## src/rtl/watch_pkg.sv

```systemverilog
// Shared encodings for the watch set controller: FSM states and FND blank bits.
package watch_pkg;

    typedef enum logic [1:0] {
        IDLE     = 2'b00,
        SET_HOUR = 2'b01,
        SET_MIN  = 2'b10,
        SET_SEC  = 2'b11
    } state_t;

    localparam int unsigned BLANK_MSEC = 0;
    localparam int unsigned BLANK_SEC  = 1;
    localparam int unsigned BLANK_MIN  = 2;
    localparam int unsigned BLANK_HOUR = 3;

    function automatic state_t next_field(input state_t s);
        case (s)
            IDLE:     next_field = SET_HOUR;
            SET_HOUR: next_field = SET_MIN;
            SET_MIN:  next_field = SET_SEC;
            default:  next_field = IDLE;
        endcase
    endfunction

endpackage

```

## src/rtl/ms_tick_gen.sv

```systemverilog
// Free-running divider producing a one-cycle strobe every TICK_DIV clocks.
module ms_tick_gen #(
    parameter int unsigned TICK_DIV = 100_000
) (
    input  logic clk,
    input  logic reset,
    output logic o_tick
);

    localparam int unsigned CW = (TICK_DIV > 1) ? $clog2(TICK_DIV) : 1;
    localparam logic [CW-1:0] CNT_LAST = CW'(TICK_DIV - 1);

    logic [CW-1:0] r_cnt;
    logic          r_tick;

    always_ff @(posedge clk or posedge reset) begin
        if (reset) begin
            r_cnt  <= '0;
            r_tick <= 1'b0;
        end else if (r_cnt == CNT_LAST) begin
            r_cnt  <= '0;
            r_tick <= 1'b1;
        end else begin
            r_cnt  <= r_cnt + 1'b1;
            r_tick <= 1'b0;
        end
    end

    assign o_tick = r_tick;

endmodule

```

## src/rtl/watch_set_cu.sv

```systemverilog
// Watch time-setting controller: field FSM, up-button pulse/auto-repeat, field blink.
// Optional inactivity timeout back to IDLE when WATCH_SET_TIMEOUT_EN is defined.
module watch_set_cu
    import watch_pkg::*;
#(
    parameter int unsigned TICK_DIV         = 100_000,
    parameter int unsigned REPEAT_DELAY_MS  = 500,
    parameter int unsigned REPEAT_PERIOD_MS = 100,
    parameter int unsigned BLINK_MS         = 250,
    parameter int unsigned TIMEOUT_MS       = 10_000
) (
    input  logic       clk,
    input  logic       reset,
    input  logic       i_enable,
    input  logic       i_btn_mode,
    input  logic       i_btn_up,
    output logic       o_inc_sec,
    output logic       o_inc_min,
    output logic       o_inc_hour,
    output logic [3:0] o_blank,
    output logic       o_setting
);

    localparam int unsigned HW = $clog2(REPEAT_DELAY_MS + 1);
    localparam int unsigned BW = $clog2(BLINK_MS + 1);
    localparam logic [HW-1:0] HOLD_LAST   = HW'(REPEAT_DELAY_MS - 1);
    localparam logic [HW-1:0] HOLD_RELOAD = HW'(REPEAT_DELAY_MS - REPEAT_PERIOD_MS);
    localparam logic [BW-1:0] BLINK_LAST  = BW'(BLINK_MS - 1);

    state_t        r_state, w_next;
    logic          r_mode_q, r_mode_d, r_up_q, r_up_d;
    logic          r_inc_sec, r_inc_min, r_inc_hour;
    logic [HW-1:0] r_hold, w_hold_nxt;
    logic [BW-1:0] r_blink, w_blink_nxt;
    logic          r_phase, w_phase_nxt;
    logic          w_tick, w_set, w_mode_rise, w_up_rise, w_repeat, w_fire, w_chg;
    logic          w_timeout;

    ms_tick_gen #(.TICK_DIV(TICK_DIV)) u_tick (
        .clk    (clk),
        .reset  (reset),
        .o_tick (w_tick)
    );

    assign w_set       = (r_state != IDLE);
    assign w_mode_rise = r_mode_q & ~r_mode_d;
    assign w_up_rise   = r_up_q & ~r_up_d;
    assign w_repeat    = r_up_q & w_tick & (r_hold == HOLD_LAST);

`ifdef WATCH_SET_TIMEOUT_EN
    localparam int unsigned TW = $clog2(TIMEOUT_MS + 1);
    localparam logic [TW-1:0] TO_LAST = TW'(TIMEOUT_MS - 1);

    logic [TW-1:0] r_to, w_to_nxt;

    assign w_timeout = w_set & w_tick & ~w_mode_rise & ~w_up_rise & (r_to == TO_LAST);

    always_comb begin
        w_to_nxt = r_to;
        if (!w_set || w_chg || w_mode_rise || w_up_rise)
            w_to_nxt = '0;
        else if (w_tick)
            w_to_nxt = r_to + 1'b1;
    end

    always_ff @(posedge clk or posedge reset) begin
        if (reset) r_to <= '0;
        else       r_to <= w_to_nxt;
    end
`else
    assign w_timeout = 1'b0;
`endif

    always_comb begin
        w_next = r_state;
        if (!i_enable)
            w_next = IDLE;
        else if (w_mode_rise)
            w_next = next_field(r_state);
        else if (w_timeout)
            w_next = IDLE;
    end

    assign w_chg  = (w_next != r_state);
    // mode, disable and timeout all take priority over an up pulse in the same cycle
    assign w_fire = w_set & i_enable & ~w_mode_rise & ~w_timeout & (w_up_rise | w_repeat);

    // After the first repeat the counter reloads so it reaches HOLD_LAST every period
    always_comb begin
        w_hold_nxt = r_hold;
        if (!w_set || !i_enable || !r_up_q || w_mode_rise || w_chg)
            w_hold_nxt = '0;
        else if (w_tick)
            w_hold_nxt = (r_hold == HOLD_LAST) ? HOLD_RELOAD : r_hold + 1'b1;
    end

    always_comb begin
        w_blink_nxt = r_blink;
        w_phase_nxt = r_phase;
        if (!w_set || w_chg || w_fire) begin
            w_blink_nxt = '0;
            w_phase_nxt = 1'b0;
        end else if (w_tick) begin
            if (r_blink == BLINK_LAST) begin
                w_blink_nxt = '0;
                w_phase_nxt = ~r_phase;
            end else begin
                w_blink_nxt = r_blink + 1'b1;
            end
        end
    end

    always_ff @(posedge clk or posedge reset) begin
        if (reset) begin
            r_state    <= IDLE;
            r_mode_q   <= 1'b0;
            r_mode_d   <= 1'b0;
            r_up_q     <= 1'b0;
            r_up_d     <= 1'b0;
            r_inc_sec  <= 1'b0;
            r_inc_min  <= 1'b0;
            r_inc_hour <= 1'b0;
            r_hold     <= '0;
            r_blink    <= '0;
            r_phase    <= 1'b0;
        end else begin
            r_state    <= w_next;
            r_mode_q   <= i_btn_mode;
            r_mode_d   <= r_mode_q;
            r_up_q     <= i_btn_up;
            r_up_d     <= r_up_q;
            r_inc_sec  <= w_fire & (r_state == SET_SEC);
            r_inc_min  <= w_fire & (r_state == SET_MIN);
            r_inc_hour <= w_fire & (r_state == SET_HOUR);
            r_hold     <= w_hold_nxt;
            r_blink    <= w_blink_nxt;
            r_phase    <= w_phase_nxt;
        end
    end

    always_comb begin
        o_blank = '0;
        case (r_state)
            SET_HOUR: o_blank[BLANK_HOUR] = r_phase;
            SET_MIN:  o_blank[BLANK_MIN]  = r_phase;
            SET_SEC:  o_blank[BLANK_SEC]  = r_phase;
            default:  o_blank = '0;
        endcase
    end

    assign o_setting  = w_set;
    assign o_inc_sec  = r_inc_sec;
    assign o_inc_min  = r_inc_min;
    assign o_inc_hour = r_inc_hour;

endmodule

```

## config.mk

```make
export PLATFORM = sky130hd
export DESIGN_NAME = watch_set_cu
export DESIGN_NICKNAME = d
export VERILOG_FILES = /design/src/rtl/watch_pkg.sv /design/src/rtl/ms_tick_gen.sv /design/src/rtl/watch_set_cu.sv
export SDC_FILE = /design/constraint.sdc
export NUM_CORES = 1
export LEC_CHECK = 0
export ABC_AREA = 1
export BUFFER_PORTS_ARGS = -buffer_cell sky130_fd_sc_hd__buf_2
export CORE_MARGIN = 1
export CORE_UTILIZATION = 55
export DETAILED_ROUTE_END_ITERATION = 6
export GPL_TIMING_DRIVEN = 0
export HOLD_SLACK_MARGIN = 0.08
export PLACE_DENSITY = 0.74
export RECOVER_POWER = 50
export SETUP_SLACK_MARGIN = 0.05
export SKIP_LAST_GASP = 1
export SYNTH_ARGS = -nofsm -noshare
export SYNTH_HDL_FRONTEND = slang
export SYNTH_SLANG_ARGS = --single-unit
export TNS_END_PERCENT = 20
```

## constraint.sdc

```tcl
create_clock -name clk -period 1.6 [get_ports clk]
set_input_delay 0.24 -clock clk [delete_from_list [all_inputs] [get_ports clk]]
set_output_delay 0.24 -clock clk [all_outputs]
set_load 0.02 [all_outputs]
```

Word-level counts from Yosys, hierarchy flattened
Cells that the tools add are included.
W data, S select, Z words.
{ "totals": {"output_inout_bits": 8, "regBits": 45, "input_bits": 5} }
{ "op_classes": {"n_eq_ne": 7, "mux": 17, "n_bitwise": 15, "n_reduce_logical": 15, "n_addsub": 3} }
{ "op_table": {"columns": ["cell", "count"], "rows": [
  ["$mux W9", 3],
  ["$mux W8", 3],
  ["$add A17 B1 Y17 const B", 1],
  ["$eq A17 B17 Y1 const B", 1],
  ["$mux W17", 1],
  ["$and A1 B1 Y1", 10],
  ["$add A9 B1 Y9 const B", 1],
  ["$eq A9 B9 Y1 const B", 1],
  ["$add A8 B1 Y8 const B", 1],
  ["$eq A8 B8 Y1 const B", 1],
  ["$reduce_bool A2 Y1", 4],
  ["$mux W1", 7],
  ["$logic_or A1 B1 Y1", 6],
  ["$pmux W2 S3", 1],
  ["$eq A2 B2 Y1 const B", 2],
  ["$mux W2", 2],
  ["$not A1 Y1", 4],
  ["$logic_not A1 Y1", 3],
  ["$eq A2 B1 Y1 const B", 1],
  ["$logic_not A2 Y1", 1],
  ["$ne A2 B2 Y1", 1],
  ["$reduce_and A2 Y1", 1],
  ["$or A1 B1 Y1", 1]
]} }

Longest topological paths before layout
{ "logic_depth": {"depth_word": 9, "ltp_mapped": 10, "ltp_nobuf": 10} }

Modules after synthesis
A second synthesis with hierarchy kept.
{ "hier_totals": {"cells_unflattened": 350, "hier_area_um2": 2687.6} }
{ "modules_own_cells": {"columns": ["mod", "cells_per_inst", "area_each_um2", "seq_area_each_um2", "n_inst"], "rows": [
  ["watch_set_cu", 206, 1661.6, 675.6, 1],
  ["ms_tick_gen", 144, 1026.0, 450.4, 1]
]} }

Worst setup path before layout
No wires, ideal clock.
{ "synth_timing": {"path_kind": "register to register", "start": "register r_state[0]", "end": "register r_hold[5]", "path_buffers": 0, "arrival_time_ns": 1.480, "synth_period_minus_slack_ns": 1.597, "required_time_ns": 1.483, "stages_incl_launch_ff": 11, "setup_ns": 0.117, "slack_ns": 0.003, "cell_sequence": "dfrtp_1 -> inv_1 -> ha_1 -> inv_1 -> nand3_1 -> nor2_4 -> nand2_4 -> inv_2 -> nor2_1 -> o21ai_1 -> inv_1"} }
{ "synth_via": {"elab_chain_len": 7, "word_cells_on_any_way": 15} }
{ "synth_lines": {"columns": ["item", "line", "source"], "rows": [
  ["start: declaration", "watch_set_cu.sv:30", "state_t r_state, w_next;"],
  ["start signal: assignment", "watch_set_cu.sv:127", "r_state <= w_next;"],
  ["$reduce_bool A2 Y1 (*)", "watch_set_cu.sv:45", "assign w_set = (r_state != IDLE);"],
  ["named net o_setting", "watch_set_cu.sv:21", "output logic o_setting"],
  ["$logic_not A1 Y1 (*)", "watch_set_cu.sv:91", "if (!w_set || !i_enable || !r_up_q || w_mode_rise || w_chg)"],
  ["$logic_or A1 B1 Y1 (*) (4 in series)", "watch_set_cu.sv:91", null],
  ["$mux W9 / $reduce_bool A2 Y1 (equally long branches)", null, null],
  ["end signal: assignment", "watch_set_cu.sv:135", "r_hold <= w_hold_nxt;"],
  ["end: declaration", "watch_set_cu.sv:33", "logic [HW-1:0] r_hold, w_hold_nxt;"]
]} }
Mark *: on every way through the listed nets, which the timed path passes. The rest lies on a longest branch.
A chain may end at the register's enable or synchronous reset.

Final worst setup path
{ "layout_timing": {"start": "register r_state[0]", "end": "register r_blink[3]"} }
{ "layout_via": {"elab_chain_len": 8, "word_cells_on_any_way": 16} }
{ "layout_lines": {"columns": ["item", "line", "source"], "rows": [
  ["$eq A2 B2 Y1, or another cell as far along", "watch_pkg.sv:17", "case (s)"],
  ["$pmux W2 S3", "watch_pkg.sv:17", null],
  ["$mux W2", "watch_set_cu.sv:78", "else if (w_mode_rise)"],
  ["$mux W2", "watch_set_cu.sv:76", "if (!i_enable)"],
  ["$ne A2 B2 Y1", "watch_set_cu.sv:84", "assign w_chg = (w_next != r_state);"],
  ["$logic_or A1 B1 Y1", "watch_set_cu.sv:100", "if (!w_set || w_chg || w_fire) begin"],
  ["$logic_or A1 B1 Y1 (*)", "watch_set_cu.sv:100", null],
  ["$mux W8 / $reduce_bool A2 Y1 (equally long branches)", null, null],
  ["end signal: assignment", "watch_set_cu.sv:136", "r_blink <= w_blink_nxt;"],
  ["end: declaration", "watch_set_cu.sv:34", "logic [BW-1:0] r_blink, w_blink_nxt;"]
]} }
Every way passes the cells marked *; elsewhere a longest branch is shown, timed or not.

==> out/metrics.cfg <==
[outcome]
status=finished, final reports clean

[cts]
clk_pin_slew_worst_paths_ns=0.09
clock_path_buffers=2
h-tree-depth=2
cts-buffers-inserted=5
cts_tree=yes
clkLatencyLatePin_ns=0.31
clock-root-buffer=clkbuf_8
cts.sinks=45

[sta]
min_period_ns=1.59
relSlewSlack_pct=66.5
finalHoldViolCount=0
finalCritPeriodShare_pct=99.4
tightest_slew_ns=0.502
fin_ws_ns=0.00999
fin_hold_ws_ns=0.247
fin_worst_skew_ns=0.00588
max_freq_mhz=629
slew_violations=0
rsz0062_at_grt=true
setup_tns_ns=0
setup_viol=0

[placement]
port_buffers=11
hpwl_mm=3.60
post-place-cells=396
place_congestion=0.916
place_ws_ns=-0.0379
placed_area_sq_um=2700

[power]
p_leak_nw=1.48
power_switching_mw=0.546
intPower_mw=1.68
p_seq_share_pct=51.8
combPwrFrac_pct=8.7
pwr-share-clk_pct=39.5
p_sw_share_pct=24.5
ir_worst_vdd_v=0.000638
power.total_mw=2.23
power_density_nw_per_um2=737

[synth]
ys_types=29
syn_nets=345
ys_seq_area_share_pct=43.9
synth_area_sq_um=2560
synth-warning-count=0
synth_seq_cells=45
syn-instance-count=332
syn_area_per_cell_sq_um=7.72

[grt]
grt_max_degree=38
grt_antenna_before_repair=0
overflow=0
track_usage_pct=22.8
grt_pass1_vias=2003
grt_pass1_wl_mm=8.84

[cells_and_area]
layout.cells.non_filler=415
drive_gt1_share_pct=22.3
post-route-cell-area_sq_um=3020
nets=375
fin_util_pct=68.5
multi_input_area_sq_um=1310
layout.cells.most_common=nand2_1
final-seq-area_sq_um=1130
num_antenna_cells=0
syn2layout_area_growth_pct=17.9
layout_common_cells=61 x nand2_1, 58 x inv_1, 45 x dfrtp_1, 32 x nor2_1, 15 x nand3_1
fillers=357

[worst_setup_path]
critPathSlowestCell=dfrtp_1
crit_path_frequent_cell=inv_2
r2r_cells=9
regToRegSetupSlack_ns=0.01
critPathLaunchType=flop
critPathMaxStageDelay_ns=0.42
cp.arrival_ns=1.84
r2r_start=r_state[0]
crit_path_end_kind=flop
path_class=reg2reg
timing.rr.end=r_blink[3]
cp_max_fo=6
path_cells=inv_2 > ha_4 > inv_2 > nand3_2 > nor2_4 > buf_4 > a21oi_4 > nand2_4 > nor2_1
crit_required_ns=1.85

[routing]
drcViolationCount=0
wl_per_cell_um=13.2
first_pass_iters=4
vias=2174
antenna_left=0
drt-total-wl_mm=5.49
vias_per_cell=5.24
first_iter_violations=194

[floorplanning]
core-area_sq_um=4410
fp.dieW_um=70.3
dieArea_sq_um=4940
row_count=24
die_h_um=70.3
start_util_pct=58.1
io_pins=13

[hold_path]
holdPathEnd=r_state[1]
hold_path_class=in2reg
hold_path_depth=3
hp-start=i_enable

[run]
cap_violations=0

[power by group through the flow]
stage | clock (mW) | combinational [mW] | sequential, mW
3_5_place_dp | 0 | 0.122 | 1.18
5_1_grt | 0.930 | 0.211 | 1.15
4_1_cts | 0.905 | 0.143 | 1.15
3_3_place_gp | 0 | 0.112 | 1.17
2_1_floorplan | 0 | 0.0839 | 1.17
6_report | 0.881 | 0.194 | 1.15
[layer usage]
| layer | track usage (%) | share of wire (%) | vias up |
|---|---|---|---|
| li1 | - | - | 1098 |
| met1 | 30.9 | 47 | 1032 |
| met2 | 35.3 | 48 | 38 |
| met3 | 6.20 | 4.3 | 6 |
| met4 | 8.00 | 1.1 | 0 |
| met5 | 0 | 0 | - |
[repair_timing]
item,4_1_cts,5_1_grt
setup buffers,3,4
hold endpoints to repair,10,0
cloned,0,1
endpoints found under the setup margin,17,26
resized for setup,6,29
hold buffers,3,0
pin swaps,2,10
[state kept, by name (all words and copies together) (netlist names), 2 cells and up]
register and cells:
r_state 2, r_blink 8, u_tick.r_cnt 17, r_hold 9
[logic make-up after synthesis]
group           share of synthesized area [%]
simple gates                             31.3
buf+inv                                  10.1
compound gates                           6.54
other cells                             0.146
flops                                    43.9
xor+xnor                                 4.10
fa+ha+maj                                3.90
[cells in the mapped netlist]
library cell | number | area, sq um
o21a_1 | 1 | 7.51
inv_1 | 62 | 233
nor2_2 | 8 | 50.1
nand2_4 | 2 | 22.5
nor3_1 | 6 | 30.0
o21ai_0 | 14 | 70.1
nor4_1 | 2 | 12.5
o22ai_1 | 3 | 18.8
buf_4 | 2 | 15.0
nand3_1 | 19 | 95.1
nor2_1 | 40 | 150
inv_2 | 3 | 11.3
nand2_1 | 65 | 244
conb_1 | 1 | 3.75
and2_1 | 1 | 6.26
nand4_1 | 13 | 81.3
nor2_4 | 2 | 22.5
dfrtp_1 | 45 | 1130
nor3_4 | 1 | 16.3
o21ai_1 | 4 | 20.0
nand2_2 | 5 | 31.3
nand3_2 | 1 | 10.0
a22o_1 | 1 | 8.76
a21oi_1 | 7 | 35.0
a21boi_0 | 1 | 7.51
nor3_2 | 3 | 30.0
xor2_1 | 9 | 78.8
xnor2_1 | 3 | 26.3
ha_1 | 8 | 100
[layout make-up]
type	count	share of cell area, %
clock buffers	5	2.28
flip-flops and latches	45	37.3
clock inverters	3	1.53
plain buffers	2	0.497
multi-input cells	221	43.3
inverters	65	8.16
well taps	52	2.15
repair buffers	22	4.80
[critical path: cells and delay by family, from the launching register on]
| kind | cells | cell delay (ns) |
|---|---|---|
| and+or+nand+nor | 4 | 0.38 |
| AOI/OAI and AO/OA | 1 | 0.20 |
| adders and majority gates | 1 | 0.19 |
| DFF | 1 | 0.42 |
| buffers and inverters | 3 | 0.33 |
[worst max-delay path by stage]
stage / to / startpoint / slack [ns] / cells after the start
final: r_blink[3] / r_state[0] / 0.01 / 9
after global routing: r_blink[3] / r_state[0] / -0.04 / 10
after CTS: r_hold[5] / r_state[0] / 0.03 / 10
after detailed placement: r_hold[5] / r_state[0] / -0.04 / 10
after global placement: u_tick.r_cnt[16] / reset / -0.30 / 2
after floorplan: r_hold[5] / r_state[0] / 0.07 / 10
Power figures use the tool's default switching activity.
